[config.mk]
export PLATFORM = sky130hd
export DESIGN_NAME = cpu_sequencer_flat
export DESIGN_NICKNAME = d
export VERILOG_FILES = /design/src/rtl/cpu_sequencer_pkg.sv /design/src/rtl/cpu_sequencer_if.sv /design/src/rtl/cpu_sequencer_wait_timer.sv /design/src/rtl/cpu_sequencer.sv /design/src/flat_wrapper.sv
export SDC_FILE = /design/constraint.sdc
export NUM_CORES = 1
export LEC_CHECK = 0
export CAP_MARGIN = 20
export CORE_MARGIN = 3
export CORE_UTILIZATION = 35
export DETAILED_ROUTE_END_ITERATION = 10
export SETUP_SLACK_MARGIN = 0.1
export SLEW_MARGIN = 5
export SYNTH_ARGS = -nofsm -noshare
export SYNTH_HDL_FRONTEND = slang
export SYNTH_SLANG_ARGS = --single-unit
export TNS_END_PERCENT = 20
[constraint.sdc]
create_clock -name clk -period 2.4 [get_ports clk]
set_input_delay 0.36 -clock clk [delete_from_list [all_inputs] [get_ports clk]]
set_output_delay 0.36 -clock clk [all_outputs]
set_load 0.01 [all_outputs]
[src/rtl/cpu_sequencer_pkg.sv]
// Shared definitions for the 9-bit RISC control path: opcodes, instruction
// fields and the sequencer state encoding.
package cpu_sequencer_pkg;

  localparam int INSTR_W = 9;
  localparam int OP_LSB  = 6;
  localparam int OP_W    = 3;

  localparam logic [OP_W-1:0] kADD = 3'd0;
  localparam logic [OP_W-1:0] kSUB = 3'd1;
  localparam logic [OP_W-1:0] kAND = 3'd2;
  localparam logic [OP_W-1:0] kXOR = 3'd3;
  localparam logic [OP_W-1:0] kLDI = 3'd4;
  localparam logic [OP_W-1:0] kLDM = 3'd5;
  localparam logic [OP_W-1:0] kSTR = 3'd6;
  localparam logic [OP_W-1:0] kBNE = 3'd7;

  // BNE branch offset: two's-complement field in the low instruction bits
  localparam int BNE_OFF_LSB = 0;
  localparam int BNE_OFF_W   = 6;

  typedef enum logic [2:0] {
    S_IDLE,
    S_FETCH,
    S_DECODE,
    S_EXEC,
    S_MEM,
    S_WB,
    S_HALT,
    S_ERR
  } seq_state_t;

  function automatic logic is_parked(seq_state_t s);
    return (s == S_IDLE) || (s == S_HALT) || (s == S_ERR);
  endfunction

endpackage

[src/rtl/cpu_sequencer_if.sv]
// Sequencer-side bundle: ROM, decoder, compare, data-memory and status signals.
// master = the sequencer, slave = the surrounding core/environment.
interface cpu_sequencer_if #(
  parameter int PC_W  = 8,
  parameter int CNT_W = 16
);
  import cpu_sequencer_pkg::*;

  logic                 start;
  logic [INSTR_W-1:0]   instr;
  logic [OP_W-1:0]      op;
  logic                 dec_str;
  logic                 dec_ldr;
  logic                 dec_rf_we;
  logic                 bne_taken;
  logic [PC_W-1:0]      pc;
  logic                 mem_req;
  logic                 mem_we;
  logic                 mem_ack;
  logic                 rf_we;
  logic                 wb_sel_mem;
  logic                 busy;
  logic                 halted;
  logic                 err;
  logic [CNT_W-1:0]     retired;

  modport master (
    input  start, instr, dec_str, dec_ldr, dec_rf_we, bne_taken, mem_ack,
    output op, pc, mem_req, mem_we, rf_we, wb_sel_mem, busy, halted, err, retired
  );

  modport slave (
    output start, instr, dec_str, dec_ldr, dec_rf_we, bne_taken, mem_ack,
    input  op, pc, mem_req, mem_we, rf_we, wb_sel_mem, busy, halted, err, retired
  );

endinterface

[src/rtl/cpu_sequencer_wait_timer.sv]
// Data-memory wait timer: down-counter reloaded outside MEM, flags timeout on
// the last permitted MEM cycle without an acknowledge.
module seq_wait_timer #(
  parameter int TIMEOUT = 16
) (
  input  logic clk,
  input  logic reset,
  input  logic run_i,
  input  logic ack_i,
  output logic timeout_o
);

  localparam int CW = $clog2(TIMEOUT + 1);
  localparam logic [CW-1:0] LOAD = CW'(TIMEOUT - 1);

  logic [CW-1:0] cnt_q, cnt_d;

  always_comb begin
    cnt_d = cnt_q;
    if (!run_i) begin
      cnt_d = LOAD;
    end else if (!ack_i && (cnt_q != '0)) begin
      cnt_d = cnt_q - CW'(1);
    end
  end

  always_ff @(posedge clk or posedge reset) begin
    if (reset) begin
      cnt_q <= LOAD;
    end else begin
      cnt_q <= cnt_d;
    end
  end

  // ack in the terminal cycle takes priority over the timeout
  assign timeout_o = run_i && !ack_i && (cnt_q == '0);

endmodule

[src/rtl/cpu_sequencer.sv]
// Multi-cycle fetch/decode/execute sequencer: owns pc, IR, the data-memory
// handshake, halt/error detection and the retired-instruction counter.
//
//   state   | meaning
//   IDLE    | out of reset, waiting for start
//   FETCH   | latch ROM word at pc into IR
//   DECODE  | op stable, choose EXEC or MEM from decoder outputs
//   EXEC    | ALU/LDI write strobe or BNE pc update
//   MEM     | data-memory request until ack or timeout
//   WB      | load data written back to the register file
//   HALT    | taken BNE with zero offset
//   ERR     | data-memory timeout
module cpu_sequencer
  import cpu_sequencer_pkg::*;
#(
  parameter int PC_W        = 8,
  parameter int MEM_TIMEOUT = 16,
  parameter int CNT_W       = 16
) (
  input  logic           clk,
  input  logic           reset,
  cpu_sequencer_if.master bus
);

  seq_state_t                  state_q, state_d;
  logic [INSTR_W-1:0]          ir_q, ir_d;
  logic [PC_W-1:0]             pc_q, pc_d;
  logic [CNT_W-1:0]            retired_q, retired_d;
  logic [OP_W-1:0]             op;
  logic signed [BNE_OFF_W-1:0] bne_off;
  logic [PC_W-1:0]             pc_inc;
  logic [PC_W-1:0]             pc_branch;
  logic                        bne_halt;
  logic                        retire;
  logic                        mem_timeout;
  logic                        rf_we;
  logic                        wb_sel_mem;
  logic                        mem_req;
  logic                        mem_we;

  assign op        = ir_q[OP_LSB +: OP_W];
  assign bne_off   = ir_q[BNE_OFF_LSB +: BNE_OFF_W];
  assign pc_inc    = pc_q + PC_W'(1);
  assign pc_branch = pc_q + PC_W'(bne_off);
  assign bne_halt  = (op == kBNE) && bus.bne_taken && (bne_off == '0);

  seq_wait_timer #(
    .TIMEOUT (MEM_TIMEOUT)
  ) u_wait_timer (
    .clk       (clk),
    .reset     (reset),
    .run_i     (state_q == S_MEM),
    .ack_i     (bus.mem_ack),
    .timeout_o (mem_timeout)
  );

  always_comb begin
    state_d    = state_q;
    ir_d       = ir_q;
    pc_d       = pc_q;
    retired_d  = retired_q;
    retire     = 1'b0;
    rf_we      = 1'b0;
    wb_sel_mem = 1'b0;
    mem_req    = 1'b0;
    mem_we     = 1'b0;

    case (state_q)
      S_IDLE, S_HALT, S_ERR: begin
        if (bus.start) begin
          state_d   = S_FETCH;
          pc_d      = '0;
          retired_d = '0;
        end
      end
      S_FETCH: begin
        ir_d    = bus.instr;
        state_d = S_DECODE;
      end
      S_DECODE: begin
        state_d = (bus.dec_str || bus.dec_ldr) ? S_MEM : S_EXEC;
      end
      S_EXEC: begin
        if (op == kBNE) begin
          pc_d = bus.bne_taken ? pc_branch : pc_inc;
        end else begin
          rf_we = bus.dec_rf_we;
          pc_d  = pc_inc;
        end
        state_d = bne_halt ? S_HALT : S_FETCH;
        retire  = !bne_halt;
      end
      S_MEM: begin
        mem_req = 1'b1;
        mem_we  = bus.dec_str;
        if (bus.mem_ack) begin
          if (bus.dec_ldr) begin
            state_d = S_WB;
          end else begin
            pc_d    = pc_inc;
            retire  = 1'b1;
            state_d = S_FETCH;
          end
        end else if (mem_timeout) begin
          state_d = S_ERR;
        end
      end
      S_WB: begin
        rf_we      = 1'b1;
        wb_sel_mem = 1'b1;
        pc_d       = pc_inc;
        retire     = 1'b1;
        state_d    = S_FETCH;
      end
      default: state_d = S_IDLE;
    endcase

    if (retire && (retired_q != '1)) begin
      retired_d = retired_q + CNT_W'(1);
    end
  end

  always_ff @(posedge clk or posedge reset) begin
    if (reset) begin
      state_q   <= S_IDLE;
      ir_q      <= '0;
      pc_q      <= '0;
      retired_q <= '0;
    end else begin
      state_q   <= state_d;
      ir_q      <= ir_d;
      pc_q      <= pc_d;
      retired_q <= retired_d;
    end
  end

  assign bus.op         = op;
  assign bus.pc         = pc_q;
  assign bus.retired    = retired_q;
  assign bus.rf_we      = rf_we;
  assign bus.wb_sel_mem = wb_sel_mem;
  assign bus.mem_req    = mem_req;
  assign bus.mem_we     = mem_we;
  assign bus.busy       = !is_parked(state_q);
  assign bus.halted     = (state_q == S_HALT);
  assign bus.err        = (state_q == S_ERR);

endmodule

[src/flat_wrapper.sv]
// flat-port wrapper written by rule: the top's interface ports become plain ports
module cpu_sequencer_flat import cpu_sequencer_pkg::*;
#(
  parameter int PC_W        = 8,
  parameter int MEM_TIMEOUT = 16,
  parameter int CNT_W       = 16
)
  (clk, reset, bus_start, bus_instr, bus_dec_str, bus_dec_ldr, bus_dec_rf_we, bus_bne_taken, bus_mem_ack, bus_op, bus_pc, bus_mem_req, bus_mem_we, bus_rf_we, bus_wb_sel_mem, bus_busy, bus_halted, bus_err, bus_retired);
  cpu_sequencer_if #(.PC_W(PC_W), .CNT_W(CNT_W)) bus_i ();
  input  logic clk;
  input  logic reset;
  input wire logic [$bits(bus_i.start)-1:0] bus_start;
  input wire logic [$bits(bus_i.instr)-1:0] bus_instr;
  input wire logic [$bits(bus_i.dec_str)-1:0] bus_dec_str;
  input wire logic [$bits(bus_i.dec_ldr)-1:0] bus_dec_ldr;
  input wire logic [$bits(bus_i.dec_rf_we)-1:0] bus_dec_rf_we;
  input wire logic [$bits(bus_i.bne_taken)-1:0] bus_bne_taken;
  input wire logic [$bits(bus_i.mem_ack)-1:0] bus_mem_ack;
  output wire logic [$bits(bus_i.op)-1:0] bus_op;
  output wire logic [$bits(bus_i.pc)-1:0] bus_pc;
  output wire logic [$bits(bus_i.mem_req)-1:0] bus_mem_req;
  output wire logic [$bits(bus_i.mem_we)-1:0] bus_mem_we;
  output wire logic [$bits(bus_i.rf_we)-1:0] bus_rf_we;
  output wire logic [$bits(bus_i.wb_sel_mem)-1:0] bus_wb_sel_mem;
  output wire logic [$bits(bus_i.busy)-1:0] bus_busy;
  output wire logic [$bits(bus_i.halted)-1:0] bus_halted;
  output wire logic [$bits(bus_i.err)-1:0] bus_err;
  output wire logic [$bits(bus_i.retired)-1:0] bus_retired;
  assign bus_i.start = bus_start;
  assign bus_i.instr = bus_instr;
  assign bus_i.dec_str = bus_dec_str;
  assign bus_i.dec_ldr = bus_dec_ldr;
  assign bus_i.dec_rf_we = bus_dec_rf_we;
  assign bus_i.bne_taken = bus_bne_taken;
  assign bus_i.mem_ack = bus_mem_ack;
  assign bus_op = bus_i.op;
  assign bus_pc = bus_i.pc;
  assign bus_mem_req = bus_i.mem_req;
  assign bus_mem_we = bus_i.mem_we;
  assign bus_rf_we = bus_i.rf_we;
  assign bus_wb_sel_mem = bus_i.wb_sel_mem;
  assign bus_busy = bus_i.busy;
  assign bus_halted = bus_i.halted;
  assign bus_err = bus_i.err;
  assign bus_retired = bus_i.retired;
  cpu_sequencer #(.PC_W(PC_W), .MEM_TIMEOUT(MEM_TIMEOUT), .CNT_W(CNT_W)) u_core (.clk(clk), .reset(reset), .bus(bus_i));
endmodule
Word level (Yosys, flattened, before mapping)
Index checks and enable logic that the tools add are counted.

Flip-flop bits (word level): 41. Bits of input ports: 17. Output and inout port bits: 34. Logic and storage cells: 72.

Add/sub/neg operators: 4. Equal/unequal tests: 14. Muxes and demuxes: 26. Reduce and logical (&&, ||, !) cells: 23.

Operator list (count): 16-bit 2-to-1 mux (3); 8-bit 2-to-1 mux (5); 8-bit case mux with 4 select lines (1); 3-bit 2-to-1 mux (6); 3-bit case mux with 6 select lines (1); 16-bit by 1-bit adder with 16-bit output, second input constant (1); 16-bit != test, second input constant (1); 3-bit equality test, second input constant (5); 5-bit 2-to-1 mux (2); 8-bit by 1-bit adder with 8-bit output, second input constant (1); 8-bit adder (1); 3-bit by 2-bit equality test with 1-bit output, second input constant (2); 1-bit logical AND (6); 6-bit zero test (1); 1-bit 2-to-1 mux (6); 2-bit != test, second input constant (3); 5-bit zero test (1); 5-bit nonzero test (1); 5-bit by 1-bit subtractor with 5-bit output, second input constant (1); 2-bit AND reduction (2); 4-bit AND reduction (1); 2-bit nonzero test (2); 4-bit nonzero test (1); 3-bit by 1-bit equality test with 1-bit output, second input constant (1); 8 further kinds (12).

Depth between registers and ports, before layout
Gate-level depths: netlist of the first run.

Depth after elaboration: 8. Mapped depth: 7. Mapped depth without buffers: 7.

By module
A second synthesis of the first run with hierarchy kept.

Cell total of the unflattened synthesis: 328. Area, all modules: 2946.6 um^2.

By module, submodules not included: cpu_sequencer (instances 1, cells each 297, area an instance 2658.8 um^2, seq. area each 900.9 um^2); seq_wait_timer (instances 1, cells each 31, area an instance 287.8 um^2, seq. area each 130.1 um^2).

Worst setup path before layout of the first run
No wires, ideal clock.

Path type: flip-flop to flip-flop. From: reg u_core.pc_q[0], in the netlist u_core.bus.pc[0]. To: reg u_core.pc_q[6], in the netlist u_core.bus.pc[6]. Library setup time: 0.131 ns. Arrival time: 1.777 ns. Data required time: 2.269 ns. Slack: 0.492 ns. Cell stages (with the launch flop): 8. Path buffers: 0. Period minus slack after synthesis: 1.908 ns. Cells stage by stage: dfrtp_1 -> ha_1 -> fa_1 -> a211oi_1 -> o21bai_1 -> a21oi_1 -> xor2_1 -> a32oi_1.

Cells in the longest elaborated chain, start to end: 4. Elaborated cells between the ends (all ways): 7. Classes of those cells: add/sub: 2; mux: 5.

RTL lines: start, declared (RTL line cpu_sequencer.sv:27) `logic [PC_W-1:0] pc_q, pc_d;`; start signal, assigned (RTL line cpu_sequencer.sv:132) `pc_q <= pc_d;`; 8-bit by 1-bit adder with 8-bit output or 8-bit adder (tied branches) (RTL line cpu_sequencer.sv:43, cpu_sequencer.sv:44); 8-bit 2-to-1 mux (on tied branches) (RTL line cpu_sequencer.sv:97, cpu_sequencer.sv:85); 8-bit 2-to-1 mux (on tied branches) (RTL line cpu_sequencer.sv:96, cpu_sequencer.sv:84); 8-bit case mux with 4 select lines * (RTL line cpu_sequencer.sv:68) `case (state_q)`.

Every way passes the cells marked *; elsewhere a longest branch is shown, timed or not. The select of a mux whose other input is x is not followed. A chain may end at the register's enable or synchronous reset.

Worst setup path after layout of the first run
From: reg u_core.state_q[1]. To: out bus_rf_we.

Cells in the longest elaborated chain, start to end: 2. Elaborated cells between the ends (all ways): 3. Classes of those cells: eq/ne: 2; mux: 1.

RTL lines: start, declared (RTL line cpu_sequencer.sv:25) `seq_state_t state_q, state_d;`; start signal, assigned (RTL line cpu_sequencer.sv:130) `state_q <= state_d;`; 3-bit equality test or 3-bit by 2-bit equality test with 1-bit output (tied branches) (RTL line cpu_sequencer.sv:68); 1-bit case mux with 2 select lines * (RTL line cpu_sequencer.sv:68); end, declared (RTL line flat_wrapper.sv:23) `output wire logic [$bits(bus_i.rf_we)-1:0] bus_rf_we;`.

Every way passes the cells marked *; elsewhere a longest branch is shown, timed or not.

==> out/summary.json, run 1 <==
{
  "status": "finished, final reports clean",
  "cp_data_required_time_ns": 2.04,
  "clk-insertion-delay-late_ns": 0.30,
  "synthesized_area_fraction_occupied_by_ao_oa_aoi_and_oai_cells_pct": 22.29,
  "critical_path_arrival_ns": 1.84,
  "average_footprint_of_a_synthesized_cell_um2": 8.935,
  "cp_slowest_cell": "sky130_fd_sc_hd__clkdlybuf4s50_1",
  "slowest_delay_ns": 0.52,
  "floorplan.rows": 31,
  "internal_power_uw": 1919,
  "clock.fmax_ghz": 0.4542,
  "post_synth_inst_count": 311,
  "synth_cell_types": 58,
  "global_route.usage.total_pct": 16.24,
  "first_global_vias": 2468,
  "fin_ws_ns": 0.1983,
  "routed_wl_um": 6932,
  "synthToLayoutAreaGrowth_pct": 29.22,
  "grt_start_max_net_pins": 42,
  "post_route_cells_drive_above_1_share_pct": 14.52,
  "power.clock.fraction_pct": 18.5,
  "grt_antenna_before_repair": 0,
  "route.vias.total": 2558,
  "grt_overflow_total": 0,
  "synth-seq-area-share_pct": 37.10,
  "detailed_place_hpwl_um": 5073,
  "finalClockSkew_ns": 0.004247,
  "synth-seq-cells": 41,
  "netSwitchingFraction_pct": 39.72,
  "detailedRoute.firstPassIterationCount": 4,
  "dp_worst_setup_slack_ns": 0.1610,
  "syn-cell-area_um2": 2779,
  "pwr-share-seq_pct": 31.9,
  "wl_per_cell_um": 14.72,
  "startpoint_type": "flop",
  "design.die.area_um2": 9045,
  "die_w_um": 95.11,
  "clk_pin_slew_ns": 0.08,
  "num_antenna_cells": 0,
  "clockBufferDepth": 2,
  "synth_enable_flop_cells": 0,
  "post_synth_net_total": 340,
  "layout.cell_area.non_filler_um2": 3591,
  "fin_max_slew_vios": 0,
  "finalWeightedCongestion": 0.7606,
  "max_transition_margin_pct": 63.46,
  "h-tree-depth": 2,
  "synth_ff_type": "sky130_fd_sc_hd__dfrtp_1",
  "grt_pass1_wl_um": 11750,
  "post-route-util_pct": 47.97,
  "worstSetupPathType": "reg -> out",
  "number_of_buffers_added_by_the_clock_tree_synthesis_step": 5,
  "crit_end_category": "output pin",
  "worstMarginPinSlew_ns": 0.5481,
  "critical_path_peak_fanout": 8,
  "synth-async-reset-ratio_pct": 100.0,
  "layout_min_cycle_time_ns": 2.202,
  "yosys.area_share.xor_xnor_pct": 2.521,
  "portBuffers": 50,
  "total_switching_power_uw": 1264,
  "path_cells": "nand2b_2 > nor2_1 > a31o_2 > clkdlybuf4s50_1",
  "initialDrtViolationCount": 123,
  "grt_setup_unrepaired": "false",
  "timing.final.crit_share_pct": 91.74,
  "max-cap-violations": 0,
  "synthMuxAreaShare_pct": 5.088,
  "top_family_by_delay_on_critical_path": "buffers and inverters",
  "p_comb_share_pct": 49.7,
  "ys_warnings": 0,
  "core-area_um2": 7486,
  "synthDominantAreaCellType": "sky130_fd_sc_hd__dfrtp_1",
  "drt-vias-per-instance": 5.431,
  "finalHoldViolCount": 0,
  "netlist_top_cells_area": "sky130_fd_sc_hd__dfrtp_1, sky130_fd_sc_hd__ha_1, sky130_fd_sc_hd__o21ai_0",
  "clock-sinks": 41,
  "hold_path_class": "in -> async",
  "tritoncts_clock_tree": "done",
  "setup-violations-final": 0,
  "synth-adder-area-share_pct": 5.673,
  "initial_utilization_pct": 37.12,
  "most_instantiated_library_cell_after_synthesis": "sky130_fd_sc_hd__dfrtp_1",
  "synth_top_family_by_area": "simple AND/OR/NAND/NOR gates",
  "finalNetCount": 400,
  "post_dp_cell_area_um2": 3456,
  "die_h_um": 95.11,
  "drc": 0,
  "yosysTopAreaCellShare_pct": 33.32,
  "vdd_drop_max_mv": 0.4185,
  "synth_simple_gate_area_share_pct": 23.01,
  "fill_cells": 746,
  "timing.critical_path.buf_inv": 1,
  "pin_count": 51,
  "timing.setup.tns_ns": 0,
  "leakage_power_total_uw": 0.001560,
  "cts_root_buf": "sky130_fd_sc_hd__clkbuf_8",
  "synth_top_cells_by_count": "sky130_fd_sc_hd__dfrtp_1, sky130_fd_sc_hd__nand2_1, sky130_fd_sc_hd__o21ai_0",
  "finalPower_uw": 3183,
  "pwr_density_cell_nw_per_um2": 886.4,
  "ant_nets": 0
}
cell families after synthesis:
family	count (synthesis)
AO/OA/AOI/OAI	91
AND/OR/NAND/NOR	120
XOR/XNOR	8
flip-flops	41
adder cells (fa/ha/maj)	12
buffers and inverters	26
multiplexers	13
stage by stage:
stage,hold WS [ns],instances
4_1_cts,0.5092,470
6_report,0.4967,471
3_5_place_dp,0.4976,462
5_1_grt,0.5366,471
3_3_place_gp,0.4916,462
2_1_floorplan,0.5079,311
path summary, 6_finish.rpt:
path / start / cells after the start / to / slack [ns]
worst max-delay path: u_core.state_q[1]$_DFFE_PP0P_ / 4 / bus_rf_we / 0.20
worst min-delay path: reset / 3 / u_core.ir_q[4]$_DFFE_PP0P_ / 0.50
worst max register to register: u_core.bus.pc[0]$_DFFE_PP0P_ / 7 / u_core.bus.pc[6]$_DFFE_PP0P_ / 0.31
worst min register to register: u_core.bus.retired[10]$_DFFE_PP0P_ / 1 / u_core.bus.retired[10]$_DFFE_PP0P_ / 0.50
max in group asynchronous: reset / 3 / u_core.state_q[0]$_DFFE_PP0P_ / 1.51
min in group clk: u_core.bus.retired[10]$_DFFE_PP0P_ / 1 / u_core.bus.retired[10]$_DFFE_PP0P_ / 0.50
timing repair:
item	CTS	global route
endpoints found under the setup margin	2	3
buffers inserted	0	1
resized for setup	0	5
hold buffers	0	0
flip-flops by register name (all words and copies together), names as in the netlist:
signal,count
u_core.state_q,3
u_core.bus.pc,8
u_core.u_wait_timer.cnt_q,5
u_core.ir_q,9
u_core.bus.retired,16
tightest hold or removal path, stage by stage:
cell	delay [ns]
sky130_fd_sc_hd__clkdlybuf4s50_1	0.40
sky130_fd_sc_hd__inv_1	0.05
sky130_fd_sc_hd__buf_4	0.45
power by group through the flow:
stage,clock network (uW),registers [uW],logic [uW]
floorplan,0,977,1060
global placement,0,1020,1540
detailed placement,0,1020,1560
CTS,606,1010,1570
global route,635,1050,1760
finish,588,1010,1580
cells in the final DEF, fill, tap and decap left out, drive strengths merged, types with 3 or more instances in the layout:
| master | instances |
|---|---|
| a211o | 4 |
| nor3b | 3 |
| a21o | 7 |
| nand2b | 5 |
| nand4 | 4 |
| nor2 | 18 |
| nand3 | 14 |
| or2 | 3 |
| inv | 9 |
| dfstp | 4 |
| mux2 | 9 |
| a21oi | 19 |
| xor2 | 3 |
| nor3 | 10 |
| and4 | 3 |
| nor2b | 4 |
| mux2i | 4 |
| buf | 19 |
| a31oi | 4 |
| dfrtp | 37 |
| clkbuf | 7 |
| ha | 11 |
| a211oi | 7 |
| and3 | 17 |
| o21ai | 23 |
| xnor2 | 5 |
| o31ai | 4 |
| o211ai | 3 |
| o22ai | 3 |
| clkdlybuf4s50 | 50 |
| nand2 | 27 |
layer usage:
metal / wire [um] / global-route usage, % / vias up
met5: 0 / 0 / -
met4: 74 / 4.567 / 0
met3: 334 / 2.526 / 8
met2: 3169 / 26.01 / 52
met1: 3353 / 22.68 / 1225
li1: - / - / 1273
cell type report:
type                    count  area (um2)  area share (%)
clock buffers               7       86.33           2.404
clock inverters             1       30.03          0.8362
inverters                  10       41.29           1.150
multi-input cells         244        1634           45.51
flip-flops and latches     41        1032           28.75
well taps                  99       123.9           3.449
repair buffers             69       643.1           17.91
Note: power is estimated with default switching activity, not from simulation.
==> inputs of run 2 (changes only) <==
Settings changed: DONT_BUFFER_PORTS set to 1, GPL_ROUTABILITY_DRIVEN set to 0.
==> run 2 against run 1 <==
  * Non-clock buffer count shrank 57
  * Clock skew is 0.0027 ns higher
  * Setup slack improved by 0.087 ns
  * First-iteration DRC count up 46%
  * Design area shrank 17%
  * Global-route usage fell by 0.32 points
  * Final cell count down 13%
  * Sequential share of layout area increased by 5.8 points
  * Combinational power fell by 22%
  * Register-to-register slack is essentially flat
  * Die area unchanged
==> out/summary.json, run 2 (synthesis results as in run 1) <==
{
  "grt_use_met3": {"value": 4.420, "unit": "%", "change": "+1.9 points"},
  "largest_register_ffs": {"value": 16, "change": "unchanged"},
  "wl_per_cell": {"value": 16.42, "unit": "um", "change": "+12%"},
  "post-route-util": {"value": 39.88, "unit": "%", "change": "-8.1 points"},
  "timing.rr.end": "u_core.bus.pc[6]$_DFFE_PP0P_",
  "max_transition_margin": {"value": 61.36, "unit": "%", "change": "-2.1 points"},
  "cp_data_required_time": {"value": 2.04, "unit": "ns", "change": "about the same"},
  "tritoncts_clock_tree": "done",
  "crit_end_category": "output pin",
  "grt_overflow_total": {"value": 0, "change": "unchanged"},
  "grt_pass1_wl": {"value": 11560, "unit": "um", "change": "-1.6%"},
  "clock.fmax": {"value": 0.4729, "unit": "GHz", "change": "+4.1%"},
  "timing.critical_path.buf_inv": {"value": 1, "change": "unchanged"},
  "groute.layer.met1.usage": {"value": 21.45, "unit": "%", "change": "-1.2 points"},
  "finalClockSkew": {"value": 0.006929, "unit": "ns", "change": "+0.002682 ns"},
  "die_h": {"value": 95.11, "unit": "um", "change": "unchanged"},
  "layout_min_cycle_time": {"value": 2.115, "unit": "ns", "change": "-0.08690 ns"},
  "drt-vias-per-instance": {"value": 5.670, "change": "+4.4%"},
  "critical_path_arrival": {"value": 1.75, "unit": "ns", "change": "-0.09 ns"},
  "hold_path_class": "in -> async",
  "globalRouteMet2Util": {"value": 25.54, "unit": "%", "change": "-0.47 points"},
  "h-tree-depth": {"value": 2, "change": "unchanged"},
  "portBuffers": {"value": 0, "change": "-100%"},
  "timing.setup.tns": {"value": 0, "unit": "ns", "change": "unchanged"},
  "worstReg2RegStart": "u_core.state_q[1]$_DFFE_PP0P_",
  "clockBufferDepth": {"value": 2, "change": "unchanged"},
  "setup-violations-final": {"value": 0, "change": "unchanged"},
  "fin_max_slew_vios": {"value": 0, "change": "unchanged"},
  "number_of_buffers_added_by_the_clock_tree_synthesis_step": {"value": 5, "change": "unchanged"},
  "ant_nets": {"value": 0, "change": "unchanged"},
  "synthToLayoutAreaGrowth_pct": 7.429,
  "num_antenna_cells": {"value": 0, "change": "unchanged"},
  "fin_ws": {"value": 0.2852, "unit": "ns", "change": "+0.08690 ns"},
  "grt_setup_unrepaired": "false",
  "first_global_vias": {"value": 2289, "change": "-7.3%"},
  "finalHoldViolCount": {"value": 0, "change": "unchanged"},
  "postCtsSetupRepairBufs": {"value": 0, "change": "unchanged"},
  "route.vias.total": {"value": 2336, "change": "-8.7%"},
  "post_route_cells_drive_above_1_share": {"value": 13.42, "unit": "%", "change": "-1.1 points"},
  "timing.final.crit_share": {"value": 88.12, "unit": "%", "change": "-3.6 points"},
  "design.die.area": {"value": 9045, "unit": "um2", "change": "unchanged"},
  "fill_cells": {"value": 754, "change": "+1.1%"},
  "global_route.usage.total": {"value": 15.93, "unit": "%", "change": "-0.32 points"},
  "status": "finished, final reports clean",
  "pin_count": {"value": 51, "change": "unchanged"},
  "cp_slowest_cell": "sky130_fd_sc_hd__dfrtp_1",
  "worstSetupPathType": "reg -> out",
  "drc": {"value": 0, "change": "unchanged"},
  "worst-r2r-cell-count": {"value": 5, "change": "-2"},
  "dp_worst_setup_slack": {"value": 0.2946, "unit": "ns", "change": "+0.1335 ns"},
  "critical_path_peak_fanout": {"value": 16, "change": "+8"},
  "vdd_drop_max": {"value": 0.3592, "unit": "mV", "change": "-14%"},
  "clock-sinks": {"value": 41, "change": "unchanged"},
  "hold_ws": {"value": 0.1007, "unit": "ns", "change": "-0.3960 ns"},
  "initial_utilization": {"value": 37.12, "unit": "%", "change": "unchanged"},
  "detailed_place_hpwl": {"value": 4998, "unit": "um", "change": "-1.5%"},
  "holdBufCountCts": {"value": 0, "change": "unchanged"},
  "floorplan.rows": {"value": 31, "change": "unchanged"},
  "worst_case_register_to_register_setup_slack": {"value": 0.31, "unit": "ns", "change": "about the same"},
  "core-area": {"value": 7486, "unit": "um2", "change": "unchanged"},
  "initialDrtViolationCount": {"value": 179, "change": "+46%"},
  "most_used_cells_in_the_layout_excluding_fill_and_tap_cells": "sky130_fd_sc_hd__dfrtp_1, sky130_fd_sc_hd__nand2_1, sky130_fd_sc_hd__o21ai_0",
  "routed_wl": {"value": 6765, "unit": "um", "change": "-2.4%"},
  "clk-insertion-delay-late": {"value": 0.29, "unit": "ns", "change": "about the same"},
  "grt_antenna_before_repair": {"value": 0, "change": "unchanged"},
  "detailedRoute.firstPassIterationCount": {"value": 4, "change": "unchanged"},
  "clk_pin_slew": {"value": 0.08, "unit": "ns", "change": "about the same"},
  "finalNetCount": {"value": 343, "change": "-14%"},
  "path_cells": "nand2b_1 > buf_4 > nor2_1 > a31o_2",
  "cts_root_buf": "sky130_fd_sc_hd__clkbuf_8",
  "die_w": {"value": 95.11, "unit": "um", "change": "unchanged"},
  "top_family_by_delay_on_critical_path": "flip-flops",
  "max-cap-violations": {"value": 0, "change": "unchanged"},
  "slowest_delay": {"value": 0.58, "unit": "ns", "change": "+0.06 ns"},
  "leakage_power_total": {"value": 0.001330, "unit": "uW", "change": "-15%"},
  "globalRoute.busiestLayer": "met2",
  "most_frequent_standard_cell_in_the_layout_excluding_fill_and_tap_cells": "sky130_fd_sc_hd__dfrtp_1",
  "worstMarginPinSlew": {"value": 0.5796, "unit": "ns", "change": "+0.03154 ns"},
  "pwr_density_cell": {"value": 916.1, "unit": "nW/um2", "change": "+3.4%"},
  "grt_start_max_net_pins": {"value": 42, "change": "unchanged"},
  "startpoint_type": "flop"
}
-- run 2: cell types whose count changed in the layout (fill, tap and decap cells not counted), sizes merged --
cell,change
buf,-7
inv,+1
clkinv,+1
bufinv,-1
clkinvlp,-1
clkdlybuf4s50,-50
clkbuf,-2
-- run 2: how the worst max path moves through the flow --
| stage | endpoint | depth (start not counted) | from | slack, ns |
|---|---|---|---|---|
| final | bus_rf_we | 4 | u_core.state_q[1]$_DFFE_PP0P_ | 0.29 |
| after global placement | u_core.bus.pc[6]$_DFFE_PP0P_ | 5 | u_core.state_q[0]$_DFFE_PP0P_ | 0.33 |
| after global routing | u_core.bus.pc[6]$_DFFE_PP0P_ | 5 | u_core.state_q[1]$_DFFE_PP0P_ | 0.15 |
| after detailed placement | u_core.bus.pc[6]$_DFFE_PP0P_ | 5 | u_core.state_q[0]$_DFFE_PP0P_ | 0.29 |
| after CTS | u_core.bus.pc[6]$_DFFE_PP0P_ | 5 | u_core.state_q[0]$_DFFE_PP0P_ | 0.27 |
| after floorplan | u_core.bus.pc[6]$_DFFE_PP0P_ | 7 | u_core.bus.pc[0]$_DFFE_PP0P_ | 0.49 |
-- run 2: through the flow --
step                      total power, uW  cells  cell area (um2)
after floorplan                      2036    311             2779
after global placement               2295    406             2910
after detailed placement             2314    406             2910
after CTS                            2755    412             2984
after global routing                 2983    412             2985
final                                2735    412             2985
-- run 2: worst reg2reg max path, delay by kind of cell (launching register included) --
| family | cells | cell delay, ns |
|---|---|---|
| compound gates | 2 | 0.47 |
| xor+xnor | 1 | 0.19 |
| flops | 1 | 0.68 |
| simple gates | 2 | 0.68 |
-- run 2: layer usage --
| layer | part of all wire (%) | vias to the layer above |
|---|---|---|
| met4 | 0.35 | 0 |
| met5 | 0 | - |
| met3 | 6.0 | 2 |
| met2 | 47 | 36 |
| li1 | - | 1162 |
| met1 | 46 | 1136 |
-- run 2: cell type report --
type	instances	area [um2]	area share, %
Clock inverter	1	5.005	0.1676
Inverter	10	37.54	1.257
Clock buffer	5	68.82	2.305
Tap cell	99	123.9	4.149
Multi-Input combinational cell	244	1628	54.53
Sequential cell	41	1032	34.58
Timing Repair Buffer	12	90.09	3.018
-- run 2: where the power goes --
group          leakage [uW]  internal [uW]  switching [uW]
clock             0.0000399            192             236
sequential         0.000533            829             244
combinational      0.000757            524             710
-- run 2: repair_timing --
| action | 4_1_cts | 5_1_grt |
|---|---|---|
| endpoints found under the setup margin | 0 | 1 |
| endpoints found under the hold margin | 0 | 0 |
| gates resized for setup | 0 | 1 |
==> inputs of run 3 (changes only) <==
Settings changed: SETUP_SLACK_MARGIN 0.1 to unset.
==> run 3 against run 2 <==
  * Hold slack is essentially flat
  * First-iteration DRC count is the same
  * Critical path depth grew 1
  * Flip-flop and latch count is the same
  * Clock skew is essentially flat
  * Wire length is the same
==> out/summary.json, run 3 (synthesis results as in run 1) <==
{
  "leakage_power_total": {"value": 0.001331, "unit": "uW", "change": "about the same"},
  "wl_per_cell": {"value": 16.42, "unit": "um", "change": "unchanged"},
  "critical_path_arrival": {"value": 2.37, "unit": "ns", "change": "+0.62 ns"},
  "clk_pin_slew": {"value": 0.08, "unit": "ns", "change": "about the same"},
  "clockBufferDepth": {"value": 2, "change": "unchanged"},
  "first_global_vias": {"value": 2289, "change": "unchanged"},
  "core-area": {"value": 7486, "unit": "um2", "change": "unchanged"},
  "cp_data_required_time": {"value": 2.60, "unit": "ns", "change": "+0.56 ns"},
  "timing.setup.tns": {"value": 0, "unit": "ns", "change": "unchanged"},
  "clock-sinks": {"value": 41, "change": "unchanged"},
  "max_transition_margin": {"value": 61.36, "unit": "%", "change": "unchanged"},
  "portBuffers": {"value": 0, "change": "unchanged"},
  "pin_count": {"value": 51, "change": "unchanged"},
  "route.vias.total": {"value": 2336, "change": "unchanged"},
  "postCtsSetupRepairBufs": {"value": 0, "change": "unchanged"},
  "setup-violations-final": {"value": 0, "change": "unchanged"},
  "timing.final.crit_share": {"value": 90.17, "unit": "%", "change": "+2.1 points"},
  "worstMarginPinSlew": {"value": 0.5796, "unit": "ns", "change": "unchanged"},
  "finalHoldViolCount": {"value": 0, "change": "unchanged"},
  "hold_ws": {"value": 0.1007, "unit": "ns", "change": "+0.00002300 ns"},
  "num_antenna_cells": {"value": 0, "change": "unchanged"},
  "post-route-util": {"value": 39.86, "unit": "%", "change": "about the same"},
  "netSwitchingFraction": {"value": 43.52, "unit": "%", "change": "about the same"},
  "drt-vias-per-instance": {"value": 5.670, "change": "unchanged"},
  "global_route.usage.total": {"value": 15.93, "unit": "%", "change": "unchanged"},
  "worst_case_register_to_register_setup_slack": {"value": 0.24, "unit": "ns", "change": "-0.07 ns"},
  "initial_utilization": {"value": 37.12, "unit": "%", "change": "unchanged"},
  "drc": {"value": 0, "change": "unchanged"},
  "number_of_buffers_added_by_the_clock_tree_synthesis_step": {"value": 5, "change": "unchanged"},
  "status": "finished, final reports clean",
  "detailedRoute.firstPassIterationCount": {"value": 4, "change": "unchanged"},
  "most_frequent_standard_cell_in_the_layout_excluding_fill_and_tap_cells": "sky130_fd_sc_hd__dfrtp_1",
  "most_used_cells_in_the_layout_excluding_fill_and_tap_cells": "sky130_fd_sc_hd__dfrtp_1, sky130_fd_sc_hd__nand2_1, sky130_fd_sc_hd__o21ai_0",
  "h-tree-depth": {"value": 2, "change": "unchanged"},
  "fin_cells": {"value": 412, "change": "unchanged"},
  "finalNetCount": {"value": 343, "change": "unchanged"},
  "layout_min_cycle_time": {"value": 2.164, "unit": "ns", "change": "+0.04924 ns"},
  "pwr-share-seq": {"value": 39.2, "unit": "%", "change": "about the same"},
  "hold_path_class": "in -> async",
  "post_dp_cell_area": {"value": 2910, "unit": "um2", "change": "unchanged"},
  "ant_nets": {"value": 0, "change": "unchanged"},
  "clock.fmax": {"value": 0.4621, "unit": "GHz", "change": "-2.3%"},
  "critPathLaunch": "u_core.state_q[0]$_DFFE_PP0P_",
  "post_route_cells_drive_above_1_share": {"value": 13.10, "unit": "%", "change": "-0.32 points"},
  "grt_setup_unrepaired": "false",
  "grt_antenna_before_repair": {"value": 0, "change": "unchanged"},
  "die_h": {"value": 95.11, "unit": "um", "change": "unchanged"},
  "pwr_density_cell": {"value": 915.8, "unit": "nW/um2", "change": "about the same"},
  "critical_path_peak_fanout": {"value": 15, "change": "-1"},
  "fin_max_slew_vios": {"value": 0, "change": "unchanged"},
  "detailed_place_hpwl": {"value": 4998, "unit": "um", "change": "unchanged"},
  "grt_pass1_wl": {"value": 11560, "unit": "um", "change": "unchanged"},
  "max-cap-violations": {"value": 0, "change": "unchanged"},
  "initialDrtViolationCount": {"value": 179, "change": "unchanged"},
  "layout.cell_area.non_filler": {"value": 2984, "unit": "um2", "change": "about the same"},
  "holdBufCountCts": {"value": 0, "change": "unchanged"},
  "startpoint_type": "flop",
  "cts_root_buf": "sky130_fd_sc_hd__clkbuf_8",
  "worstSetupPathType": "reg -> reg",
  "die_w": {"value": 95.11, "unit": "um", "change": "unchanged"},
  "grt_start_max_net_pins": {"value": 42, "change": "unchanged"},
  "timing.rr.end": "u_core.bus.pc[6]$_DFFE_PP0P_",
  "grt_overflow_total": {"value": 0, "change": "unchanged"},
  "fill_cells": {"value": 754, "change": "unchanged"},
  "synthToLayoutAreaGrowth": {"value": 7.384, "unit": "%", "change": "about the same"},
  "vdd_drop_max": {"value": 0.3592, "unit": "mV", "change": "about the same"},
  "crit_end_category": "flop",
  "cts.repair.resized": {"value": 0, "change": "unchanged"},
  "worst-r2r-cell-count": {"value": 5, "change": "unchanged"},
  "power.clock.fraction": {"value": 15.6, "unit": "%", "change": "about the same"},
  "total_switching_power": {"value": 1189, "unit": "uW", "change": "about the same"},
  "tritoncts_clock_tree": "done",
  "clk-insertion-delay-late": {"value": 0.29, "unit": "ns", "change": "about the same"},
  "routed_wl": {"value": 6765, "unit": "um", "change": "unchanged"},
  "floorplan.rows": {"value": 31, "change": "unchanged"},
  "largest_register_ffs": {"value": 16, "change": "unchanged"},
  "worstReg2RegStart": "u_core.state_q[0]$_DFFE_PP0P_",
  "internal_power": {"value": 1543, "unit": "uW", "change": "-0.14%"},
  "crit_end": "u_core.bus.pc[6]$_DFFE_PP0P_",
  "finalClockSkew": {"value": 0.006928, "unit": "ns", "change": "-0.000001220 ns"},
  "design.die.area": {"value": 9045, "unit": "um2", "change": "unchanged"},
  "p_comb_share": {"value": 45.2, "unit": "%", "change": "about the same"},
  "place_inst": {"value": 406, "change": "unchanged"}
}
[run 3: cell counts in the layout (fill, tap and decap cells not counted)]
No cell type changed its count.
[run 3: layout make-up]
| cell class | count | area (um2) | area share, % |
|---|---|---|---|
| multi-input combinational | 244 | 1628 | 54.55 |
| sequential | 41 | 1031 | 34.55 |
| tap | 99 | 123.9 | 4.151 |
| timing repair buffer | 12 | 90.09 | 3.019 |
| clock buffer | 5 | 68.82 | 2.306 |
| inverter | 10 | 37.54 | 1.258 |
| clock inverter | 1 | 5.005 | 0.1677 |
[run 3: routing by layer]
layer / GRT usage (%) / vias up / share of wire [%]
li1: - / 1162 / -
met1: 21.45 / 1136 / 46
met2: 25.54 / 36 / 47
met3: 4.420 / 2 / 6.0
met4: 3.365 / 0 / 0.35
met5: 0 / - / 0
[run 3: worst min path at each step]
| stage | cells past startpoint | startpoint | slack (ns) | endpoint |
|---|---|---|---|---|
| 3_5_place_dp | 2 | reset | 0.43 | u_core.bus.retired[9]$_DFFE_PP0P_ |
| 5_1_grt | 2 | reset | 0.14 | u_core.bus.retired[10]$_DFFE_PP0P_ |
| 4_1_cts | 2 | reset | 0.11 | u_core.bus.retired[9]$_DFFE_PP0P_ |
| 3_3_place_gp | 2 | reset | 0.43 | u_core.bus.retired[9]$_DFFE_PP0P_ |
| 2_1_floorplan | 1 | u_core.ir_q[0]$_DFFE_PP0P_ | 0.51 | u_core.ir_q[0]$_DFFE_PP0P_ |
| 6_report | 2 | reset | 0.10 | u_core.bus.retired[9]$_DFFE_PP0P_ |
[run 3: critical path, stage by stage, from the launching register on]
cell and delay [ns]:
sky130_fd_sc_hd__dfrtp_1 0.61, sky130_fd_sc_hd__inv_1 0.28, sky130_fd_sc_hd__o21ai_2 0.31, sky130_fd_sc_hd__nor2_2 0.15, sky130_fd_sc_hd__or4b_1 0.53, sky130_fd_sc_hd__a32oi_1 0.21
[run 3: power by group through the flow]
stage	Clock [uW]	Sequential, uW	Combinational [uW]
detailed placement	0	1080	1230
global route	473	1110	1400
global placement	0	1080	1220
finish	428	1070	1230
CTS	443	1070	1240
floorplan	0	977	1060
[run 3: through the flow]
stage               worst slack, ns  total power (uW)
global route                0.02814              2981
floorplan                    0.4917              2036
CTS                          0.2692              2755
finish                       0.2359              2733
detailed placement           0.2946              2314
global placement             0.3336              2295
